File: config.mk
export PLATFORM = sky130hd
export DESIGN_NAME = sseg_scan
export DESIGN_NICKNAME = d
export VERILOG_FILES = /design/src/rtl/sseg_pkg.sv /design/src/rtl/sseg_slot_timer.sv /design/src/rtl/sseg_scan.sv
export SDC_FILE = /design/constraint.sdc
export NUM_CORES = 1
export LEC_CHECK = 0
export CAP_MARGIN = 30
export CORE_ASPECT_RATIO = 0.8
export CORE_MARGIN = 3
export CORE_UTILIZATION = 39
export DETAILED_ROUTE_END_ITERATION = 8
export PLACE_DENSITY = 0.55
export SYNTH_ARGS = -nofsm -noshare
export SYNTH_HDL_FRONTEND = slang
export SYNTH_SLANG_ARGS = --single-unit
File: constraint.sdc
create_clock -name i_clk -period 4 [get_ports i_clk]
set_clock_uncertainty 0.1 [all_clocks]
set_input_delay 1.2 -clock i_clk [delete_from_list [all_inputs] [get_ports i_clk]]
set_output_delay 1.2 -clock i_clk [all_outputs]
set_load 0.005 [all_outputs]
File: src/rtl/sseg_pkg.sv
// Shared types and helpers for the six-digit seven-segment scan controller.
package sseg_pkg;

  localparam int NUM_DIGITS = 6;

  typedef logic [3:0] bcd_t;
  typedef logic [4:0] digit_t;

  localparam bcd_t BCD_BLANK = 4'hF;

  typedef enum logic {ST_BLANK, ST_SHOW} slot_state_t;

  function automatic int clog2(input int value);
    int width;
    int rest;
    width = 0;
    rest = value - 1;
    while (rest > 0) begin
      width++;
      rest = rest >> 1;
    end
    return (width < 1) ? 1 : width;
  endfunction

  // Position p occupies bits [4p+3:4p] of a packed frame.
  function automatic bcd_t nibble_at(input logic [4*NUM_DIGITS-1:0] frame,
                                     input logic [2:0] pos);
    return bcd_t'(frame >> {pos, 2'b00});
  endfunction

endpackage

File: src/rtl/sseg_slot_timer.sv
// Free-running slot counter with a two-state blank/show FSM; slot timing never stalls.
module sseg_slot_timer
  import sseg_pkg::*;
#(
  parameter int DIV          = 50000,
  parameter int BLANK_CYCLES = 500
) (
  input  logic i_clk,
  input  logic i_rst,
  output logic o_slot_end,
  output logic o_blank_end,
  output logic o_digit_en_raw
);

  localparam int CW = clog2(DIV);
  localparam logic [CW-1:0] SLOT_LAST  = CW'(DIV - 1);
  localparam logic [CW-1:0] BLANK_LAST = CW'(BLANK_CYCLES - 1);

  if (BLANK_CYCLES < 1 || BLANK_CYCLES >= DIV) begin : g_bad_blank
    $error("sseg_slot_timer: BLANK_CYCLES must satisfy 1 <= BLANK_CYCLES < DIV");
  end

  slot_state_t   r_state;
  logic [CW-1:0] r_count;
  logic          r_en_raw;

  always_ff @(posedge i_clk or posedge i_rst) begin
    if (i_rst) begin
      r_count  <= '0;
      r_state  <= ST_BLANK;
      r_en_raw <= 1'b0;
    end else begin
      r_count <= (r_count == SLOT_LAST) ? '0 : r_count + 1'b1;
      case (r_state)
        ST_BLANK: if (r_count == BLANK_LAST) begin
          r_state  <= ST_SHOW;
          r_en_raw <= 1'b1;
        end
        ST_SHOW: if (r_count == SLOT_LAST) begin
          r_state  <= ST_BLANK;
          r_en_raw <= 1'b0;
        end
      endcase
    end
  end

  assign o_slot_end     = (r_count == SLOT_LAST);
  assign o_blank_end    = (r_count == BLANK_LAST);
  assign o_digit_en_raw = r_en_raw;

endmodule

File: src/rtl/sseg_scan.sv
// Scan controller: double-buffered six-digit frame, valid/ready loading, and
// position sequencing that swaps frames only when leaving position 5.
module sseg_scan
  import sseg_pkg::*;
#(
  parameter int CLK_HZ       = 50000000,
  parameter int SLOT_HZ      = 1000,
  parameter int BLANK_CYCLES = 500
) (
  input  logic                    i_clk,
  input  logic                    i_rst,
  input  logic [4*NUM_DIGITS-1:0] i_frame_bcd,
  input  logic [NUM_DIGITS-1:0]   i_frame_dp,
  input  logic                    i_frame_valid,
  output logic                    o_frame_ready,
  output digit_t                  o_digit,
  output logic [2:0]              o_digit_pos,
  output logic                    o_digit_en,
  output logic                    o_frame_start
);

  localparam int DIV = CLK_HZ / SLOT_HZ;
  localparam int FW  = 4 * NUM_DIGITS;

  logic w_slot_end, w_blank_end, w_en_raw;
  logic w_accept, w_boundary;
  logic [2:0] w_next_pos;
  logic [FW-1:0] w_new_bcd;
  logic [NUM_DIGITS-1:0] w_new_dp;

  logic [FW-1:0] r_act_bcd, r_pend_bcd;
  logic [NUM_DIGITS-1:0] r_act_dp, r_pend_dp;
  logic r_pend_full, r_visible, r_frame_start;
  logic [2:0] r_pos;
  digit_t r_digit;

  sseg_slot_timer #(
    .DIV          (DIV),
    .BLANK_CYCLES (BLANK_CYCLES)
  ) u_timer (
    .i_clk          (i_clk),
    .i_rst          (i_rst),
    .o_slot_end     (w_slot_end),
    .o_blank_end    (w_blank_end),
    .o_digit_en_raw (w_en_raw)
  );

  assign w_accept   = i_frame_valid && !r_pend_full;
  assign w_boundary = w_slot_end && (r_pos == 3'(NUM_DIGITS - 1));
  assign w_next_pos = w_boundary ? 3'd0 : r_pos + 3'd1;

  // Frame that becomes active after this edge: pending wins, else a same-cycle offer bypasses.
  always_comb begin
    w_new_bcd = r_act_bcd;
    w_new_dp  = r_act_dp;
    if (w_boundary && r_pend_full) begin
      w_new_bcd = r_pend_bcd;
      w_new_dp  = r_pend_dp;
    end else if (w_boundary && w_accept) begin
      w_new_bcd = i_frame_bcd;
      w_new_dp  = i_frame_dp;
    end
  end

  always_ff @(posedge i_clk or posedge i_rst) begin
    if (i_rst) begin
      r_act_bcd   <= {NUM_DIGITS{BCD_BLANK}};
      r_act_dp    <= '0;
      r_pend_bcd  <= '0;
      r_pend_dp   <= '0;
      r_pend_full <= 1'b0;
    end else if (w_boundary) begin
      r_act_bcd   <= w_new_bcd;
      r_act_dp    <= w_new_dp;
      r_pend_full <= 1'b0;
    end else if (w_accept) begin
      r_pend_bcd  <= i_frame_bcd;
      r_pend_dp   <= i_frame_dp;
      r_pend_full <= 1'b1;
    end
  end

  // Digit and position move only on blank entry; visibility is decided from the active nibble.
  always_ff @(posedge i_clk or posedge i_rst) begin
    if (i_rst) begin
      r_pos         <= '0;
      r_digit       <= '0;
      r_visible     <= 1'b0;
      r_frame_start <= 1'b0;
    end else begin
      r_frame_start <= w_boundary;
      if (w_slot_end) begin
        r_pos   <= w_next_pos;
        r_digit <= {w_new_dp[w_next_pos], nibble_at(w_new_bcd, w_next_pos)};
      end
      if (w_blank_end) begin
        r_visible <= (nibble_at(r_act_bcd, r_pos) <= 4'd9);
      end
    end
  end

  assign o_frame_ready = !r_pend_full;
  assign o_digit       = r_digit;
  assign o_digit_pos   = r_pos;
  assign o_digit_en    = w_en_raw && r_visible;
  assign o_frame_start = r_frame_start;

endmodule

==> impl_metrics.tcl, run 1 <==
set metrics [dict create \
    synth_area_leaders "dfrtp_1 37%, dfstp_2 14%, mux2_2 7.7%" \
    arrival_ns 2.03 \
    vdd_drop_max_mv 0.198 \
    p_total_uw 2150 \
    crit_path_top_delay_cell "dfrtp_1" \
    first_iter_violations 233 \
    wl_met1_microns 5330 \
    period_share_pct 83.2 \
    drtAntennaViolNets 0 \
    cts_setup_buffers 0 \
    avgViaCountPerCell 5.49 \
    grt_max_degree 60 \
    start_kind "flop" \
    synth_cells 408 \
    die_area_sq_um 12600 \
    relSlewSlack_pct 41.3 \
    synth-edff-count 0 \
    num-nets-final 483 \
    start_util_pct 41.4 \
    grt_pass1_vias 3283 \
    fmax_mhz 301 \
    areaGrowthSynthToFinish_pct 21.4 \
    hold_start "u_timer.r_count[0]" \
    core-area_sq_um 10600 \
    cts_max_level 3 \
    wl_met3_microns 455 \
    path_buf_inv 3 \
    hold_viol_final 0 \
    power_switching_uw 422 \
    slew_viol_final 0 \
    drv_cap 0 \
    path_delay_family "flip-flops" \
    pwr-share-clk_pct 49.1 \
    ys_seq_area_share_pct 51.4 \
    cts_buffers 9 \
    num_rows 33 \
    grt_overflow 0 \
    syn-mean-instance-area_sq_um 10.8 \
    design_area_sq_um 5330 \
    clockBufferDepth 2 \
    tightestPinTransition_ns 0.880 \
    crit_path_cell_trace "inv_1, buf_4, clkdlybuf4s50_1" \
    highest_layer "met4" \
    crit_path_end_kind "primary output" \
    drive_gt1_share_pct 21.5 \
    grt_pass1_wl_microns 17800 \
    die_x_microns 125 \
    synthesis.nets 444 \
    yosys.area.top_type "dfrtp_1" \
    cts_tree "done" \
    ios 44 \
    drt_pass1_iterations 5 \
    path_clk_slew_ns 0.06 \
    worstPathRequired_ns 2.70 \
    cp-startpoint "r_pend_full" \
    synthArstFlopShare_pct 100 \
    synthDistinctLibCells 59 \
    yosysTopAreaCellShare_pct 37.0 \
    hold_path_class "reg -> reg" \
    drc 0 \
    r2r_start "u_timer.r_count[0]" \
    wl_per_cell_microns 17.9 \
    antenna_cells 0 \
    power.internal_uw 1730 \
    fin_crit_ns 3.33 \
    grt_usage_pct 18.0 \
    clk_latency_ns 0.34 \
    cp_max_fo 23 \
    p_per_area_nw_per_um2 403 \
    tns_ns 0 \
    gp_congestion 0.832 \
    rsz0062_at_grt "false" \
    numPortBuffers 43 \
    p_comb_share_pct 5.9 \
    place_hpwl_microns 7430 \
    place_area_sq_um 4950 \
    cts-resized-gates 0 \
    route.met2.wl_microns 4710 \
    routed_wl_microns 10600 \
    synth_area_sq_um 4390 \
    synth_top_flop_cell "dfrtp_1" \
    critPathKind "reg -> out" \
    vias 3251 \
    synth_common_cells "65 x dfrtp_1, 38 x nor2_1, 34 x nand2_1" \
    synth.most_common_cell "dfrtp_1" \
    ctsHoldBuffers 0 \
    swShare_pct 19.6 \
    setup_viol 0 \
    antenna_found_initial 0 \
    run_status "complete, no violations" \
    pwr-share-seq_pct 45.0 \
    power_leakage_uw 0.00233 \
    ys_seq_elements 89 \
    cts.sinks 89 \
    fp.dieH_microns 101 \
    cts_root_buffer "clkbuf_16" \
    yosysWarnings 0 \
    slowest_delay_ns 0.92 \
]
## sequential cells by signal (all words and copies together), names as in the netlist, 3 cells and up
register,cells
r_act_bcd,24
o_digit,5
r_pend_dp,6
u_timer.r_count,16
r_pend_bcd,24
r_act_dp,6
o_digit_pos,3
## layout by cell type, fill, tap and decap left out, types with 6 or more instances in the layout
cell             netlist  routed
nand2_1               34      34
clkbuf_16              0       9
o22ai_1               13      13
mux2_2                30      30
nor3_1                 9       9
xor2_1                 8       8
dfstp_2               24      24
dfrtp_1               65      65
clkdlybuf4s50_1        0      43
inv_1                  7       6
a21oi_1               16      16
and3_1                 6       6
a22oi_1               15      15
nor2_1                38      38
o211ai_1               7       7
o21ai_0               18      18
a21o_1                12      12
buf_4                  5       9
## layer usage
| layer | up-vias | GRT usage, % |
|---|---|---|
| li1 | 1562 | - |
| met1 | 1616 | 26.1 |
| met2 | 63 | 26.6 |
| met3 | 10 | 4.77 |
| met4 | 0 | 5.05 |
| met5 | - | 0 |
## kinds of logic after synthesis
kind of cell	after synthesis	share of synthesized area (%)
XOR/XNOR	13	2.59
flip-flops	89	51.4
AO/OA/AOI/OAI	112	17.3
buffers and inverters	32	3.65
multiplexers	34	8.95
adder cells (fa/ha/maj)	3	0.855
AND/OR/NAND/NOR	125	15.2
## final cells by class
class | instances | area [sq um]
Clock buffer | 11 | 253
Timing Repair Buffer | 53 | 518
Inverter | 7 | 27.5
Clock inverter | 5 | 125
Tap cell | 140 | 175
Fill cell | 976 | 5280
Sequential cell | 89 | 2260
Multi-Input combinational cell | 287 | 1970
## metrics by stage
step           util (%)  hold WS (ns)  setup slack (ns)  instances
3_5_place_dp       46.7         0.354             0.672        576
6_report           50.2         0.367             0.673        592
3_3_place_gp       46.7         0.346             0.698        576
2_1_floorplan         -         0.325             0.433        408
5_1_grt            50.2         0.393             0.574        592
4_1_cts            50.2         0.365             0.676        592
## power by group through the flow
stage	sequential, uW	clock, uW	combinational [uW]
3_5_place_dp	983	0	130
2_1_floorplan	976	0	71.5
3_3_place_gp	983	0	127
5_1_grt	972	1130	142
4_1_cts	967	1080	130
6_report	968	1060	127
## path summary, 6_finish.rpt
path                                 endpoint  slack (ns)  depth (start not counted)
min in group asynchronous     u_timer.r_state        1.12                          2
min                        u_timer.r_count[0]        0.37                          1
min reg2reg                u_timer.r_count[0]        0.37                          1
max                             o_frame_ready        0.67                          3
max in group asynchronous       r_act_bcd[23]        1.93                          3
max reg2reg                        o_digit[4]        1.09                          9
No activity file was read; power rests on OpenSTA's default activity.
==> inputs of run 2 (changes only) <==
Clock period 4 ns to 3.44 ns, I/O delays scaled along.
==> run 2 against run 1 <==
Critical path depth grew 5. Global-route usage fell by 0.45 points. Utilization shrank 0.68 points. Via count is 1.2% higher. First-iteration DRC count grew 6.4%. Combinational power grew 17%. Wire length fell by 2.1%. Critical endpoint is now o_digit[0].
==> impl_metrics.tcl, run 2 (synthesis gave the netlist of run 1 again) <==
set metrics [dict create \
    regArea_sq_um 2260 \
    gp_congestion 0.829 \
    num_rows 33 \
    setup_viol 0 \
    cts_max_level 3 \
    top_regs "r_act_bcd x24, r_pend_bcd x24, u_timer.r_count x16" \
    num-fill-cells 982 \
    grt_busiest_layer "met2" \
    crit_path_cell_trace "ha_1, and3_1, and4_1, nand3_2, buf_4, a21o_1, a21oi_1, o21ai_1" \
    p_per_area_nw_per_um2 426 \
    drc 0 \
    tns_ns 0 \
    vias 3290 \
    antenna_found_initial 0 \
    power_leakage_uw 0.00229 \
    hold_viol_final 0 \
    hold_slack_ns 0.366 \
    crit_path_top_delay_cell "and4_1" \
    first_iter_violations 248 \
    arrival_ns 2.94 \
    die_x_microns 125 \
    cts_tree "done" \
    cts_root_buffer "clkbuf_16" \
    period_share_pct 82.1 \
    drv_cap 0 \
    grt_pass1_vias 3264 \
    start_util_pct 41.4 \
    critPathKind "reg -> reg" \
    start_kind "flop" \
    cts.sinks 89 \
    vdd_drop_max_mv 0.268 \
    wl_per_cell_microns 17.5 \
    core-area_sq_um 10600 \
    slowest_delay_ns 0.68 \
    tightestPinTransition_ns 0.651 \
    grt_overflow 0 \
    place_hpwl_microns 7260 \
    areaGrowthSynthToFinish_pct 19.7 \
    clk_latency_ns 0.33 \
    layout_common_cells "65 x dfrtp_1, 43 x clkdlybuf4s50_1, 38 x nor2_1" \
    grtUsageMet2_pct 26.4 \
    ios 44 \
    antenna_cells 0 \
    avgViaCountPerCell 5.54 \
    fin_crit_ns 2.82 \
    cts_buffers 9 \
    multi_input_area_sq_um 1970 \
    numPortBuffers 43 \
    layout_commonest_cell "dfrtp_1" \
    fp.dieH_microns 101 \
    grt_usage_pct 17.5 \
    run_status "complete, no violations" \
    cts_setup_buffers 0 \
    relSlewSlack_pct 56.6 \
    clockBufferDepth 2 \
    grt_max_degree 78 \
    grtUsageMet3_pct 4.29 \
    cp_max_fo 14 \
    hold_path_class "reg -> reg" \
    slew_viol_final 0 \
    drtAntennaViolNets 0 \
    grt_pass1_wl_microns 17600 \
    crit_path_end_kind "flop" \
    path_clk_slew_ns 0.06 \
    cts-resized-gates 0 \
    num-nets-final 485 \
    die_area_sq_um 12600 \
    rsz0062_at_grt "false" \
    met1_usage_pct 24.8 \
    drive_gt1_share_pct 21.1 \
    drt_pass1_iterations 5 \
    fmax_mhz 354 \
    ctsHoldBuffers 0 \
    routed_wl_microns 10400 \
    worstPathRequired_ns 3.56 \
]
==> run 2: changes by cell type in the layout (fill, tap and decap cells not counted) <==
cell / change
clkbuf_8: -1
clkinv_2: +1
bufinv_16: -3
clkbuf_1: +3
buf_4: +2
==> run 2: worst max-delay path: cells and delay by family, from the launching register on <==
family,cells,cell delay [ns]
DFF,1,0.37
adders and majority gates,1,0.22
buffers and inverters,1,0.25
AOI/OAI and AO/OA,3,0.47
and+or+nand+nor,3,1.30
==> run 2: layout make-up <==
| type | instances | area share (%) |
|---|---|---|
| inverter | 7 | 0.524 |
| multi-input combinational | 287 | 37.5 |
| tap | 140 | 3.33 |
| sequential | 89 | 42.9 |
| timing repair buffer | 55 | 10.1 |
| clock inverter | 3 | 0.762 |
| clock buffer | 13 | 4.76 |
==> run 2: path summary, 6_finish.rpt <==
kind | startpoint | slack (ns) | end | depth (start not counted)
max | u_timer.r_count[0] | 0.62 | o_digit[0] | 8
min | u_timer.r_count[0] | 0.37 | u_timer.r_count[0] | 1
max reg2reg | u_timer.r_count[0] | 0.62 | o_digit[0] | 8
min reg2reg | u_timer.r_count[0] | 0.37 | u_timer.r_count[0] | 1
max in group asynchronous | i_rst | 1.67 | r_act_bcd[23] | 3
min in group asynchronous | i_rst | 0.84 | r_pend_bcd[15] | 2
==> run 2: routing by layer <==
layer  vias up  part of all wire [%]
li1       1574                     -
met2        87                    44
met4         0                   1.8
met3        13                   4.6
met1      1616                    50
met5         -                     0
==> run 2: stage by stage <==
step                      cell area, sq um  utilization, %  worst slack (ns)  total power [uW]  std cells
after global routing                  5260            49.5             0.389              2340        594
after global placement                4970            46.8             0.428              1290        578
after CTS                             5260            49.5             0.613              2270        594
after detailed placement              4970            46.8             0.438              1290        578
final                                 5260            49.5             0.616              2240        594
after floorplan                       4390               -            0.0408              1220        408
==> run 2: power breakdown <==
group          internal (uW)  switching (uW)
combinational           86.7            62.0
clock                    581             385
sequential              1100            23.6
total                   1770             471
==> inputs of run 3 (changes only) <==
Settings changed: PLACE_DENSITY 0.55 to 0.57.
Clock period 3.44 ns to 2.3 ns, I/O delays scaled along.
==> run 3 against run 2 <==
The flow now finishes with violations (negative setup slack). Clock power increased by 60%. Maximum frequency increased by 22%. Largest power group unchanged. Count of clock-buffer cells in the layout decreased by 2. Wire length increased by 6.2%. Highest routed layer unchanged. Worst hold slack got worse by 0.0047 ns. Combinational power increased by 62%. Global-route usage increased by 0.25 points. Critical path type unchanged. Critical endpoint unchanged.
==> impl_metrics.tcl, run 3 (synthesis gave the netlist of run 1 again) <==
set metrics [dict create \
    run_status "finished with violations" \
    violations "negative setup slack" \
    routed_wl_microns 11100 \
    vdd_drop_max_mv 0.382 \
    slew_viol_final 0 \
    final_cells 642 \
    arrival_ns 2.44 \
    num-nets-final 533 \
    die_x_microns 125 \
    start_util_pct 41.4 \
    layout_common_cells "64 x dfrtp_1, 54 x buf_4, 43 x clkdlybuf4s50_1" \
    core-area_sq_um 10600 \
    drive_gt1_share_pct 32.9 \
    cts_tree "done" \
    die_area_sq_um 12600 \
    fin_crit_ns 2.32 \
    place_hpwl_microns 8060 \
    p_total_uw 3480 \
    antenna_found_initial 0 \
    rsz0062_at_grt "true" \
    start_kind "flop" \
    areaGrowthSynthToFinish_pct 32.0 \
    drtAntennaViolNets 0 \
    setup_ws_ns -0.0163 \
    path_clk_slew_ns 0.06 \
    crit_path_end_kind "flop" \
    first_iter_violations 262 \
    wl_per_cell_microns 17.2 \
    cts_buffers 9 \
    num_rows 33 \
    period_share_pct 101 \
    relSlewSlack_pct 72.2 \
    tightestPinTransition_ns 0.413 \
    grt_pass1_vias 3468 \
    critPathKind "reg -> reg" \
    top_regs "r_act_bcd x24, r_pend_bcd x24, u_timer.r_count x16" \
    cts_max_level 3 \
    vias 3484 \
    ctsHoldBuffers 0 \
    cts.sinks 89 \
    fp.dieH_microns 101 \
    hold_path_class "reg -> reg" \
    grt_max_degree 34 \
    numPortBuffers 43 \
    drt_pass1_iterations 5 \
    avgViaCountPerCell 5.43 \
    antenna_cells 0 \
    tns_ns -0.0181 \
    gp_congestion 0.818 \
    cts_root_buffer "clkbuf_16" \
    fmax_mhz 432 \
    dp_cells 616 \
    ios 44 \
    cp_max_fo 5 \
    power_leakage_uw 0.00256 \
    worstPathRequired_ns 2.42 \
    clk_latency_ns 0.34 \
    grt_pass1_wl_microns 18000 \
    p_per_area_nw_per_um2 600 \
    layout_commonest_cell "dfrtp_1" \
    drc 0 \
    drv_cap 0 \
    grt_overflow 0 \
    hold_viol_final 0 \
    grt_usage_pct 17.8 \
    setup_viol 2 \
    clockBufferDepth 2 \
]
-- run 3: final cells by class --
class / instances / area (sq um)
fill: 946 / 4820
sequential: 89 / 2260
multi-input combinational: 287 / 2070
timing repair buffer: 103 / 947
clock buffer: 11 / 233
tap: 140 / 175
clock inverter: 5 / 80.1
inverter: 7 / 30.0
-- run 3: report_power, final --
part / total [uW] / internal, uW / switching, uW
logic: 242 / 145 / 96.6
clock network: 1550 / 951 / 596
registers: 1690 / 1650 / 40.3
total: 3480 / 2740 / 733
-- run 3: per-layer routing --
metal	GRT usage, %	routed length (microns)
met5	0	0
met1	25.9	5420
met2	26.6	4990
met3	3.92	513
met4	5.39	131
-- run 3: worst max-delay path: stages (launching register included) --
cell	delay (ns)
dfrtp_2	0.43
nor4_4	0.32
buf_4	0.18
nand4_4	0.18
nor2_4	0.25
buf_12	0.15
a2bb2oi_2	0.07
mux2_4	0.28
a22oi_2	0.15
o21ai_1	0.09
-- run 3: path summary, 6_finish.rpt --
path,from,to,slack (ns),cells past startpoint
max reg2reg,u_timer.r_count[12],o_digit[0],-0.02,9
min,u_timer.r_count[0],u_timer.r_count[0],0.36,1
max,u_timer.r_count[12],o_digit[0],-0.02,9
max in group asynchronous,i_rst,r_act_bcd[16],0.98,3
min reg2reg,u_timer.r_count[0],u_timer.r_count[0],0.36,1
min in group asynchronous,i_rst,r_pend_bcd[4],0.60,2
-- run 3: through the flow --
stage	setup slack, ns	instance area, sq um	util [%]	hold WS (ns)
6_report	-0.0163	5800	54.6	0.362
5_1_grt	-0.0978	5800	54.6	0.388
4_1_cts	-0.0225	5610	52.8	0.363
3_5_place_dp	-0.276	5280	49.7	0.355
3_3_place_gp	-0.316	5280	49.7	0.343
2_1_floorplan	0.103	4390	-	0.325
-- run 3: repair_timing --
action                     in CTS  in global routing
pin swaps                       0                  7
setup buffers                   0                 10
setup endpoints to repair       4                 34
resized for setup               3                 27
==> variant 1, RTL diff (flow settings as in run 2) <==
The parameter `CLK_HZ` goes from 50000000 to 100000000.
--- a/src/rtl/sseg_scan.sv
+++ b/src/rtl/sseg_scan.sv
@@ -3,7 +3,7 @@
 module sseg_scan
   import sseg_pkg::*;
 #(
-  parameter int CLK_HZ       = 50000000,
+  parameter int CLK_HZ       = 100000000,
   parameter int SLOT_HZ      = 1000,
   parameter int BLANK_CYCLES = 500
 ) (
Formal check against the unedited RTL: same outputs for any inputs over 10 cycles, from zero or initial values and one cycle with i_rst high; that may be too few to reach the edited logic, so the function may still have changed.
==> variant 1 against run 2 <==
First-iteration DRC count fell by 24%; wire length up 7.0%; setup slack worse by 0.23 ns; total power rose by 2.5%; synthesized area is 2.3% higher; design area increased by 3.1%; sequential cell count increased by 1; largest cell class unchanged; die area is 2.1% higher.
==> variant 1: results <==
group,metric,value,unit
worst_hold_path,hold_path_startpoint,"r_act_bcd[3]",
global_routing,grt_max_degree,42,
routing,drtIter0Drc,189,
power_and_ir_drop,p_sw,507,uW
placement,dpl_cell_area,0.00511,mm2
yosys,ys_warn_count,0,
power_and_ir_drop,pwr-share-seq,49.3,%
global_routing,antenna_found_initial,0,
power_and_ir_drop,p_leak,0.00227,uW
timing,tightestPinTransition,0.603,ns
critical_path,crit_fanout,10,
routing,finalWirelength,11.1,mm
clocking,clkSlewWorstSetupHoldPaths,0.06,ns
critical_path,worstPathArrival,3.18,ns
placement,place_congestion,0.862,
global_routing,grt_pass1_vias,3382,
power_and_ir_drop,ir_worst_vdd,0.000225,V
power_and_ir_drop,p_comb_share,5.9,%
finish,finalNetCount,511,
finish,top_regs,"r_act_bcd: 24 flops, r_pend_bcd: 24 flops, u_timer.r_count: 17 flops",
yosys,synthTopCellsByArea,"dfrtp_1 (37%), dfstp_2 (14%), mux2_2 (7.8%)",
outcome,status,"complete, no violations",
finish,layout-drive-gt1-share,22.1,%
yosys,syn-num-nets,464,
critical_path,r2r_slack,0.59,ns
clocking,cts_htree_levels,3,
yosys,ys_types,63,
placement,dp.final_hpwl,8.17,mm
yosys,seq_area_frac_synth,50.8,%
global_routing,grt.total_usage,18.2,%
routing,dr.pass1.iters,4,
global_routing,grt_first_pass_wirelength,18.4,mm
worst_hold_path,min_to,"r_act_bcd[3]",
-- variant 1: routing by layer --
metal	vias up	GRT usage, %	wire length [um]
met5	-	0	0
met4	0	5.03	137
met3	13	4.23	681
met2	95	26.6	4690
met1	1636	27.2	5620
li1	1644	-	-
-- variant 1: worst max-delay path by stage --
stage	endpoint	start	cells past startpoint
2_1_floorplan	o_digit[0]	i_rst	1
3_3_place_gp	o_digit[0]	i_frame_valid	8
3_5_place_dp	o_digit[0]	i_frame_valid	8
4_1_cts	o_digit[0]	i_frame_valid	8
5_1_grt	o_digit[0]	i_frame_valid	8
6_report	o_digit[0]	i_frame_valid	8
-- variant 1: layout make-up --
cell class,count,area [um2]
clock inverters,5,60.1
well taps,144,180
clock buffers,11,253
multi-input cells,309,2060
repair buffers,58,556
inverters,7,27.5
fillers,1032,5640
flip-flops and latches,90,2280
-- variant 1: cell families after synthesis --
group | after synthesis | synth area share (%)
muxes | 44 | 11.1
and+or+nand+nor | 145 | 17.1
buffers and inverters | 29 | 3.21
adders and majority gates | 3 | 0.836
DFF | 90 | 50.8
xor gates and xnor gates | 15 | 2.93
AOI/OAI and AO/OA | 102 | 14.1
-- variant 1: per-stage QoR --
stage          hold WS [ns]  std cells  setup slack [ns]
4_1_cts               0.366        624             0.453
5_1_grt               0.393        624             0.338
2_1_floorplan         0.338        428            0.0125
3_5_place_dp          0.357        608             0.104
6_report              0.363        624             0.382
3_3_place_gp          0.354        608             0.194
-- variant 1: worst max-delay path: stages --
cell and delay [ns]:
clkdlybuf4s50_1 0.68, nand2b_1 0.13, o22ai_1 0.27, nand3_1 0.14, a32o_1 0.29, a221oi_1 0.33
nor4_1 0.08, a211o_1 0.23
==> variant 2, RTL diff (config.mk and constraints of run 2) <==
Made on the original files. Make the reset (`i_rst`) synchronous in 3 clocked blocks.
--- a/src/rtl/sseg_slot_timer.sv
+++ b/src/rtl/sseg_slot_timer.sv
@@ -24,7 +24,7 @@
   logic [CW-1:0] r_count;
   logic          r_en_raw;
 
-  always_ff @(posedge i_clk or posedge i_rst) begin
+  always_ff @(posedge i_clk) begin
     if (i_rst) begin
       r_count  <= '0;
       r_state  <= ST_BLANK;
--- a/src/rtl/sseg_scan.sv
+++ b/src/rtl/sseg_scan.sv
@@ -62,7 +62,7 @@
     end
   end
 
-  always_ff @(posedge i_clk or posedge i_rst) begin
+  always_ff @(posedge i_clk) begin
     if (i_rst) begin
       r_act_bcd   <= {NUM_DIGITS{BCD_BLANK}};
       r_act_dp    <= '0;
@@ -81,7 +81,7 @@
   end
 
   // Digit and position move only on blank entry; visibility is decided from the active nibble.
-  always_ff @(posedge i_clk or posedge i_rst) begin
+  always_ff @(posedge i_clk) begin
     if (i_rst) begin
       r_pos         <= '0;
       r_digit       <= '0;
Behaviour: differs if i_rst is asserted again (counterexample within 4 cycles, from zero or initial values and one cycle with i_rst high); with i_rst held inactive, the same outputs for 10 cycles.
==> variant 2 against run 2 <==
Setup slack got worse by 0.011 ns; die area decreased by 1.7%; global-route usage increased by 4.0 points; critical path depth unchanged; design area decreased by 1.7%; first-iteration DRC count increased by 55%; worst hold slack got worse by 0.013 ns; wire length increased by 20%; total power increased by 3.6%; synthesized area decreased by 1.8%; synthesized cell count increased by 35%; via count increased by 24%; sequential cell count unchanged.
==> variant 2: results <==
group,metric,value,unit
worst_hold_path,hp-class,"reg2reg",
critical_path,worstPathArrival,2.97,ns
yosys,synthArstFlopShare,0,%
yosys,ys_types,57,
timing,fin_crit_sh,82.4,%
yosys,synth_top_area_share,41.3,%
yosys,avgSynthCellArea,7.81,um2
worst_hold_path,hold_path_startpoint,"u_timer.r_count[0]",
placement,place_congestion,0.929,
critical_path,startpoint,"u_timer.r_count[0]",
critical_path,crit_fanout,11,
critical_path,r2r-start,"u_timer.r_count[0]",
finish,finalNetCount,615,
finish,fillers,1058,
critical_path,slowest_delay,0.49,ns
finish,layout-drive-gt1-share,7.53,%
routing,wl_met1,6.20,mm
placement,placed_cells,708,
placement,dp.final_hpwl,8.88,mm
outcome,status,"complete, no violations",
global_routing,grt.total_usage,21.5,%
global_routing,grt_pass1_vias,3913,
routing,via_per_inst,5.61,
yosys,syn-num-nets,588,
placement,pre_cts_ws,0.606,ns
finish,n_antenna_cell,0,
routing,detail_route.wl_per_cell,17.2,um
clocking,cts.repair.resized,0,
worst_hold_path,min_to,"u_timer.r_count[0]",
global_routing,grt_first_pass_wirelength,20.7,mm
global_routing,grt_use_met2,32.2,%
yosys,synthTopCellsByCount,"nand2_1 (90), dfxtp_1 (89), a21oi_1 (68)",
global_routing,antenna_found_initial,0,
power_and_ir_drop,p_leak,0.00190,uW
power_and_ir_drop,ir_worst_vdd,0.000284,V
global_routing,met3_usage,5.07,%
finish,finalNonFillerCells,724,
global_routing,grt_max_degree,42,
routing,wl_met3,648,um
routing,drtIter0Drc,385,
placement,dpl_cell_area,0.00484,mm2
yosys,seq_area_frac_synth,41.3,%
timing,hold_ws,0.353,ns
routing,wl_met2,5.52,mm
global_routing,grtUsageMet1,31.5,%
yosys,synthTopCellsByArea,"dfxtp_1 (41%), a21oi_1 (7.9%), nand2_1 (7.8%)",
critical_path,reg2regPathDepth,8,
critical_path,r2r_end,"o_digit[2]",
timing,relSlewSlack,59.1,%
power_and_ir_drop,intPower,1800,uW
-- variant 2: cell families after synthesis --
family          synth area share, %
mux                            2.41
flops                          41.3
xor+xnor                       3.05
buf+inv                        4.90
compound gates                 21.7
fa+ha+maj                     0.871
simple gates                   25.8
-- variant 2: layout make-up --
| type | instances | area, um2 | share of cell area (%) |
|---|---|---|---|
| Clock buffer | 12 | 256 | 4.96 |
| Clock inverter | 4 | 75.1 | 1.45 |
| Inverter | 9 | 33.8 | 0.654 |
| Multi-Input combinational cell | 413 | 2320 | 44.9 |
| Sequential cell | 89 | 1780 | 34.5 |
| Tap cell | 140 | 175 | 3.39 |
| Timing Repair Buffer | 57 | 526 | 10.2 |
-- variant 2: power groups by stage --
stage	logic [uW]	registers [uW]	clock network (uW)
2_1_floorplan	95.1	1090	0
3_3_place_gp	171	1090	0
3_5_place_dp	174	1090	0
4_1_cts	174	1070	1100
5_1_grt	192	1070	1150
6_report	172	1070	1080
